$ cat config.mk
export PLATFORM = sky130hd
export DESIGN_NAME = solver_monitor
export DESIGN_NICKNAME = d
export VERILOG_FILES = /design/src/rtl/solver_monitor.sv
export SDC_FILE = /design/constraint.sdc
export NUM_CORES = 1
export LEC_CHECK = 0
export CAP_MARGIN = 30
export CORE_MARGIN = 2
export CORE_UTILIZATION = 45
export CTS_CLUSTER_SIZE = 25
export DETAILED_ROUTE_END_ITERATION = 8
export DONT_BUFFER_PORTS = 1
export PLACE_DENSITY = 0.68
export SETUP_SLACK_MARGIN = 0.3
export SLEW_MARGIN = 5
export SYNTH_ARGS = -nofsm -noshare
export SYNTH_HDL_FRONTEND = slang
export SYNTH_SLANG_ARGS = --single-unit
$ cat constraint.sdc
create_clock -name Clk -period 12.8 [get_ports Clk]
set_input_delay 1.92 -clock Clk [delete_from_list [all_inputs] [get_ports Clk]]
set_output_delay 1.92 -clock Clk [all_outputs]
set_load 0.02 [all_outputs]
$ cat src/rtl/solver_monitor.sv
// Run control for NUM_CHANNELS solvers: latches first done/error per channel, watchdog-times-out the rest, then streams results.
// REPORT starts the cycle after the run completes; one byte per accepted cycle; TxData/TxValid hold while TxReady is low.
module solver_monitor #(
    parameter int NUM_CHANNELS   = 2,
    parameter int ANSWER_WIDTH   = 64,
    parameter int TIMEOUT_CYCLES = 1_000_000
) (
    input  logic                                 Clk,
    input  logic                                 ResetN,
    input  logic                                 Start,
    input  logic [NUM_CHANNELS-1:0]              ChDone,
    input  logic [NUM_CHANNELS-1:0]              ChError,
    input  logic [NUM_CHANNELS*ANSWER_WIDTH-1:0] ChAnswer,
    output logic [7:0]                           TxData,
    output logic                                 TxValid,
    input  logic                                 TxReady,
    output logic                                 Busy,
    output logic                                 Done,
    output logic                                 Error,
    output logic                                 Timeout
);
    localparam int ANS_BYTES = ANSWER_WIDTH / 8;
    localparam int WD_W      = $clog2(TIMEOUT_CYCLES);
    localparam int CH_W      = 7;
    localparam int BI_W      = $clog2(ANS_BYTES + 1);

    localparam logic [WD_W-1:0] WD_LAST = WD_W'(TIMEOUT_CYCLES - 1);
    localparam logic [CH_W-1:0] CH_LAST = CH_W'(NUM_CHANNELS - 1);
    localparam logic [BI_W-1:0] BI_LAST = BI_W'(ANS_BYTES);

    typedef enum logic [1:0] {ST_IDLE, ST_RUN, ST_REPORT, ST_FINISH} state_t;

    state_t                             state_q, state_d;
    logic [2*NUM_CHANNELS-1:0]          status_q, status_d;
    logic [NUM_CHANNELS*ANSWER_WIDTH-1:0] answer_q, answer_d;
    logic [WD_W-1:0]                    wdog_q, wdog_d;
    logic [CH_W-1:0]                    ch_q, ch_d;
    logic [BI_W-1:0]                    bi_q, bi_d;
    logic                               tx_valid_q, tx_valid_d;
    logic [7:0]                         tx_data_q, tx_data_d;
    logic                               any_pending;
    logic                               err_any, to_any;
    int                                 ci;

    always_comb begin
        state_d     = state_q;
        status_d    = status_q;
        answer_d    = answer_q;
        wdog_d      = wdog_q;
        ch_d        = ch_q;
        bi_d        = bi_q;
        tx_valid_d  = tx_valid_q;
        tx_data_d   = 8'h00;
        any_pending = 1'b0;
        ci          = 0;

        case (state_q)
            ST_IDLE, ST_FINISH: begin
                if (Start) begin
                    state_d  = ST_RUN;
                    status_d = '0;
                    answer_d = '0;
                    wdog_d   = '0;
                end
            end
            ST_RUN: begin
                wdog_d = wdog_q + WD_W'(1);
                for (int i = 0; i < NUM_CHANNELS; i++) begin
                    if (status_q[2*i +: 2] == 2'b00) begin
                        if (ChError[i]) begin
                            status_d[2*i +: 2] = 2'b10;
                        end else if (ChDone[i]) begin
                            status_d[2*i +: 2] = 2'b01;
                            answer_d[i*ANSWER_WIDTH +: ANSWER_WIDTH] = ChAnswer[i*ANSWER_WIDTH +: ANSWER_WIDTH];
                        end
                    end
                end
                // Timeout is applied after this edge's latching so late arrivals still win.
                for (int i = 0; i < NUM_CHANNELS; i++) begin
                    if (status_d[2*i +: 2] == 2'b00) begin
                        if (wdog_q == WD_LAST) status_d[2*i +: 2] = 2'b11;
                        else                   any_pending = 1'b1;
                    end
                end
                if (!any_pending) begin
                    state_d    = ST_REPORT;
                    ch_d       = '0;
                    bi_d       = '0;
                    tx_valid_d = 1'b1;
                end
            end
            ST_REPORT: begin
                if (TxReady) begin
                    if (bi_q == BI_LAST) begin
                        if (ch_q == CH_LAST) begin
                            state_d    = ST_FINISH;
                            tx_valid_d = 1'b0;
                        end else begin
                            ch_d = ch_q + CH_W'(1);
                            bi_d = '0;
                        end
                    end else begin
                        bi_d = bi_q + BI_W'(1);
                    end
                end
            end
            default: state_d = ST_IDLE;
        endcase

        // Next byte is preloaded from next-state indices so the stream never gaps.
        if (state_d == ST_REPORT) begin
            ci = int'(ch_d);
            if (bi_d == '0) tx_data_d = {status_d[2*ci +: 2], ch_d[5:0]};
            else            tx_data_d = answer_d[ci*ANSWER_WIDTH + (ANS_BYTES - int'(bi_d))*8 +: 8];
        end
    end

    always_ff @(posedge Clk or negedge ResetN) begin
        if (!ResetN) begin
            state_q    <= ST_IDLE;
            status_q   <= '0;
            answer_q   <= '0;
            wdog_q     <= '0;
            ch_q       <= '0;
            bi_q       <= '0;
            tx_valid_q <= 1'b0;
            tx_data_q  <= 8'h00;
        end else begin
            state_q    <= state_d;
            status_q   <= status_d;
            answer_q   <= answer_d;
            wdog_q     <= wdog_d;
            ch_q       <= ch_d;
            bi_q       <= bi_d;
            tx_valid_q <= tx_valid_d;
            tx_data_q  <= tx_data_d;
        end
    end

    always_comb begin
        err_any = 1'b0;
        to_any  = 1'b0;
        for (int i = 0; i < NUM_CHANNELS; i++) begin
            err_any = err_any | status_q[2*i+1];
            to_any  = to_any  | (&status_q[2*i +: 2]);
        end
    end

    assign TxData  = tx_data_q;
    assign TxValid = tx_valid_q;
    assign Busy    = (state_q == ST_RUN) || (state_q == ST_REPORT);
    assign Done    = (state_q == ST_FINISH);
    assign Error   = Done && err_any;
    assign Timeout = Done && to_any;

endmodule
==> flow_summary.ini <==
[critical_path]
endpoint = TxData[4]$_DFF_PN0_
worst-path-stages = 15
slowest_stage = inv_2
cp-startpoint = ChDone[0]
worst-r2r-cell-count = 16
cpLargestDelayFamily = compound AO/OA/AOI/OAI gates
crit_chain = nor4_1 -> o31ai_1 -> a31oi_4 -> o22ai_2 -> buf_4 -> inv_2 -> nor3_1 -> xor2_1 -> ha_1 -> fa_1 -> xor2_2 -> nor2_2 -> a2111oi_4 -> o21ai_0 -> o31ai_1
path_buf_inv = 2
cp_data_required_time_ns = 13.13
critPathLaunchType = input port
cp-end-kind = flop
rrSetupSlack_ns = 7.66
cp_max_fo = 32
critPathKind = input port to flop
cpPeakStageDelay_ns = 0.56
worstReg2RegEnd = TxData[4]$_DFF_PN0_
path_common_cell = o31ai_1
r2r-start = state_q[0]$_DFF_PN0_
arrival_ns = 6.17

[synthesis]
synth_top_area_frac = 0.520
yosysSeqAreaShare = 0.520
synth_enable_flop_cells = 0
synth_area_leaders = dfrtp_1 52%, a22o_1 14%, mux2i_1 4.4%, nor2_1 3.9%, nor3_1 2.2%
ys_ff_latch = 174
yosysWarnings = 0
synth_flop_cell = dfrtp_1
synth_top_area_cell = dfrtp_1
syn_nets = 903
postSynthCellCount = 756
netlist_top_cells_count = 174 x dfrtp_1, 130 x a22o_1, 87 x nor2_1
synth.cell_area_um2 = 8370
ys_async_sr_fraction = 1.00
yosysMostFrequentCell = dfrtp_1
synth_cell_types = 69
synth_area_per_cell_um2 = 11.1

[detailed_routing]
viasPerCell = 6.21
wl_um = 21800
ant_nets = 0
wl_per_cell_um = 22.4
drc = 0
vias = 6050
first_iter_violations = 557
dr.pass1.iters = 5

[placed_design]
gp_congestion = 0.861
pre_cts_ws_ns = 6.50
dp_cells = 942
io_buffers = 0
dp_hpwl_um = 14800
placed_cell_area_um2 = 8520

[status]
status = completed

[timing]
hold_violations = 0
slew_viol_final = 0
fin_crit_ns = 5.84
slew_headroom = 0.359
fmax_mhz = 171
tightest_slew_ns = 0.957
fin_crit_sh = 0.456
holdWs_ns = 0.498
setup_viol = 0
setup_tns_ns = 0
finalClockSkew_ns = 0.0101
worst_slack_ns = 6.96
rsz0062_at_grt = false

[cells_and_area]
drive_gt1_frac = 0.0926
area_growth_syn_to_layout_pct = 9.03
final_nets = 880
antenna_cells = 0
fin_cells = 974
fin_area_um2 = 9130
nFillCells = 1584

[global_routing]
grt_max_degree = 175
grt_usage = 0.230
grt_pass1_wl_um = 35400
antenna_found_initial = 0
grt_pass1_vias = 6499
grt-ovfl-total = 0

[clock_network]
cts_made_buffers = 17
clock_sinks = 174
ctsResizeCount = 0
cts-root-buf = clkbuf_16
cts.reportedPaths.clkPinSlew_ns = 0.06
cts.path.max_buffers = 2
post_cts.repair.setup_buffers = 0
cts_tree = built
clk_latency_ns = 0.44
postCtsHoldBufs = 0
cts_max_level = 4

[floorplan]
die_w_um = 140
ios = 149
core-area_um2 = 18100
start_util = 0.463
row_count = 49
die_area_um2 = 19700
die_y_um = 140

[power]
power_leakage_nw = 4.13
peakVddDrop_mv = 0.127
pwr_density_cell_nw_per_um2 = 218

[run]
maxCapViolCount = 0

[hold_path]
min_path_type = flop to flop
-- how the worst min path moves through the flow --
stage,from,end,slack (ns),cells past startpoint
floorplan,answer_q[81]$_DFF_PN0_,answer_q[81]$_DFF_PN0_,0.46,1
global placement,answer_q[43]$_DFF_PN0_,answer_q[43]$_DFF_PN0_,0.48,1
detailed placement,answer_q[22]$_DFF_PN0_,answer_q[22]$_DFF_PN0_,0.48,1
CTS,answer_q[10]$_DFF_PN0_,answer_q[10]$_DFF_PN0_,0.50,1
global route,answer_q[35]$_DFF_PN0_,answer_q[35]$_DFF_PN0_,0.52,1
finish,answer_q[10]$_DFF_PN0_,answer_q[10]$_DFF_PN0_,0.50,1
-- sequential cells by signal (all words and copies together), names as in the netlist, named ones only --
register and flops:
answer_q 128, wdog_q 20, TxData 8, ch_q 6
bi_q 4, status_q 4, state_q 2, TxValid 1
-- cell type report --
class | instances | area [µm²] | area share
Clock buffer | 20 | 467 | 0.0511
Clock inverter | 11 | 121 | 0.0133
Inverter | 17 | 63.8 | 0.00699
Multi-Input combinational cell | 517 | 3770 | 0.414
Sequential cell | 174 | 4350 | 0.477
Tap cell | 229 | 287 | 0.0314
Timing Repair Buffer | 6 | 57.6 | 0.00631
-- stage by stage --
stage	util	total power, mW
global placement	0.471	1.43
detailed placement	0.471	1.45
global route	0.505	2.10
CTS	0.503	1.98
finish	0.505	1.99
floorplan	-	1.28
-- per-layer routing --
| metal | GRT usage | vias up | share of wire |
|---|---|---|---|
| met3 | 0.0821 | 40 | 0.077 |
| li1 | - | 2794 | - |
| met5 | 0 | - | 0 |
| met4 | 0.0755 | 0 | 0.026 |
| met2 | 0.366 | 174 | 0.47 |
| met1 | 0.294 | 3042 | 0.42 |
-- power by group --
part	internal (mW)	leakage (nW)	total, mW	switching (mW)
clock network	0.289	0.288	0.523	0.234
registers	0.644	2.40	0.694	0.0493
logic	0.259	1.44	0.770	0.511
total	1.19	4.13	1.99	0.794
-- cell families (layout without fill, tap and decap cells) --
logic type	count (synthesis)	count (layout)	share of synthesized area
muxes	44	44	0.0631
AOI/OAI and AO/OA	214	214	0.216
and+or+nand+nor	228	228	0.130
DFF	174	174	0.520
xor gates and xnor gates	20	20	0.0218
buffers and inverters	65	54	0.0312
adders and majority gates	11	11	0.0173
-- cells in the final DEF (no fill, tap or decap), types with 7 or more instances in the layout --
| cell type | n |
|---|---|
| dfrtp_1 | 174 |
| a22o_1 | 130 |
| nor2_1 | 85 |
| nand2_1 | 42 |
| nor3_1 | 37 |
| mux2i_1 | 37 |
| o21ai_0 | 18 |
| clkbuf_16 | 17 |
| inv_1 | 16 |
| xor2_1 | 15 |
| o32ai_1 | 11 |
| nand3_1 | 10 |
| a21oi_1 | 10 |
| ha_1 | 10 |
| nand4_1 | 9 |
| nand2b_1 | 8 |
| o31ai_1 | 7 |
| mux4_2 | 7 |
-- worst register-to-register path: stages (launching register included) --
cell and delay (ns):
dfrtp_1 0.38, inv_1 0.08, ha_1 0.59, inv_1 0.33, a31oi_4 0.34, o22ai_2 0.11
buf_4 0.24, inv_2 0.58, nor3_1 0.17, xor2_1 0.19, ha_1 0.22, fa_1 0.42
xor2_2 0.26, nor2_2 0.08, a2111oi_4 0.56, o21ai_0 0.20, o31ai_1 0.30
Note: power is estimated with default switching activity, not from simulation.
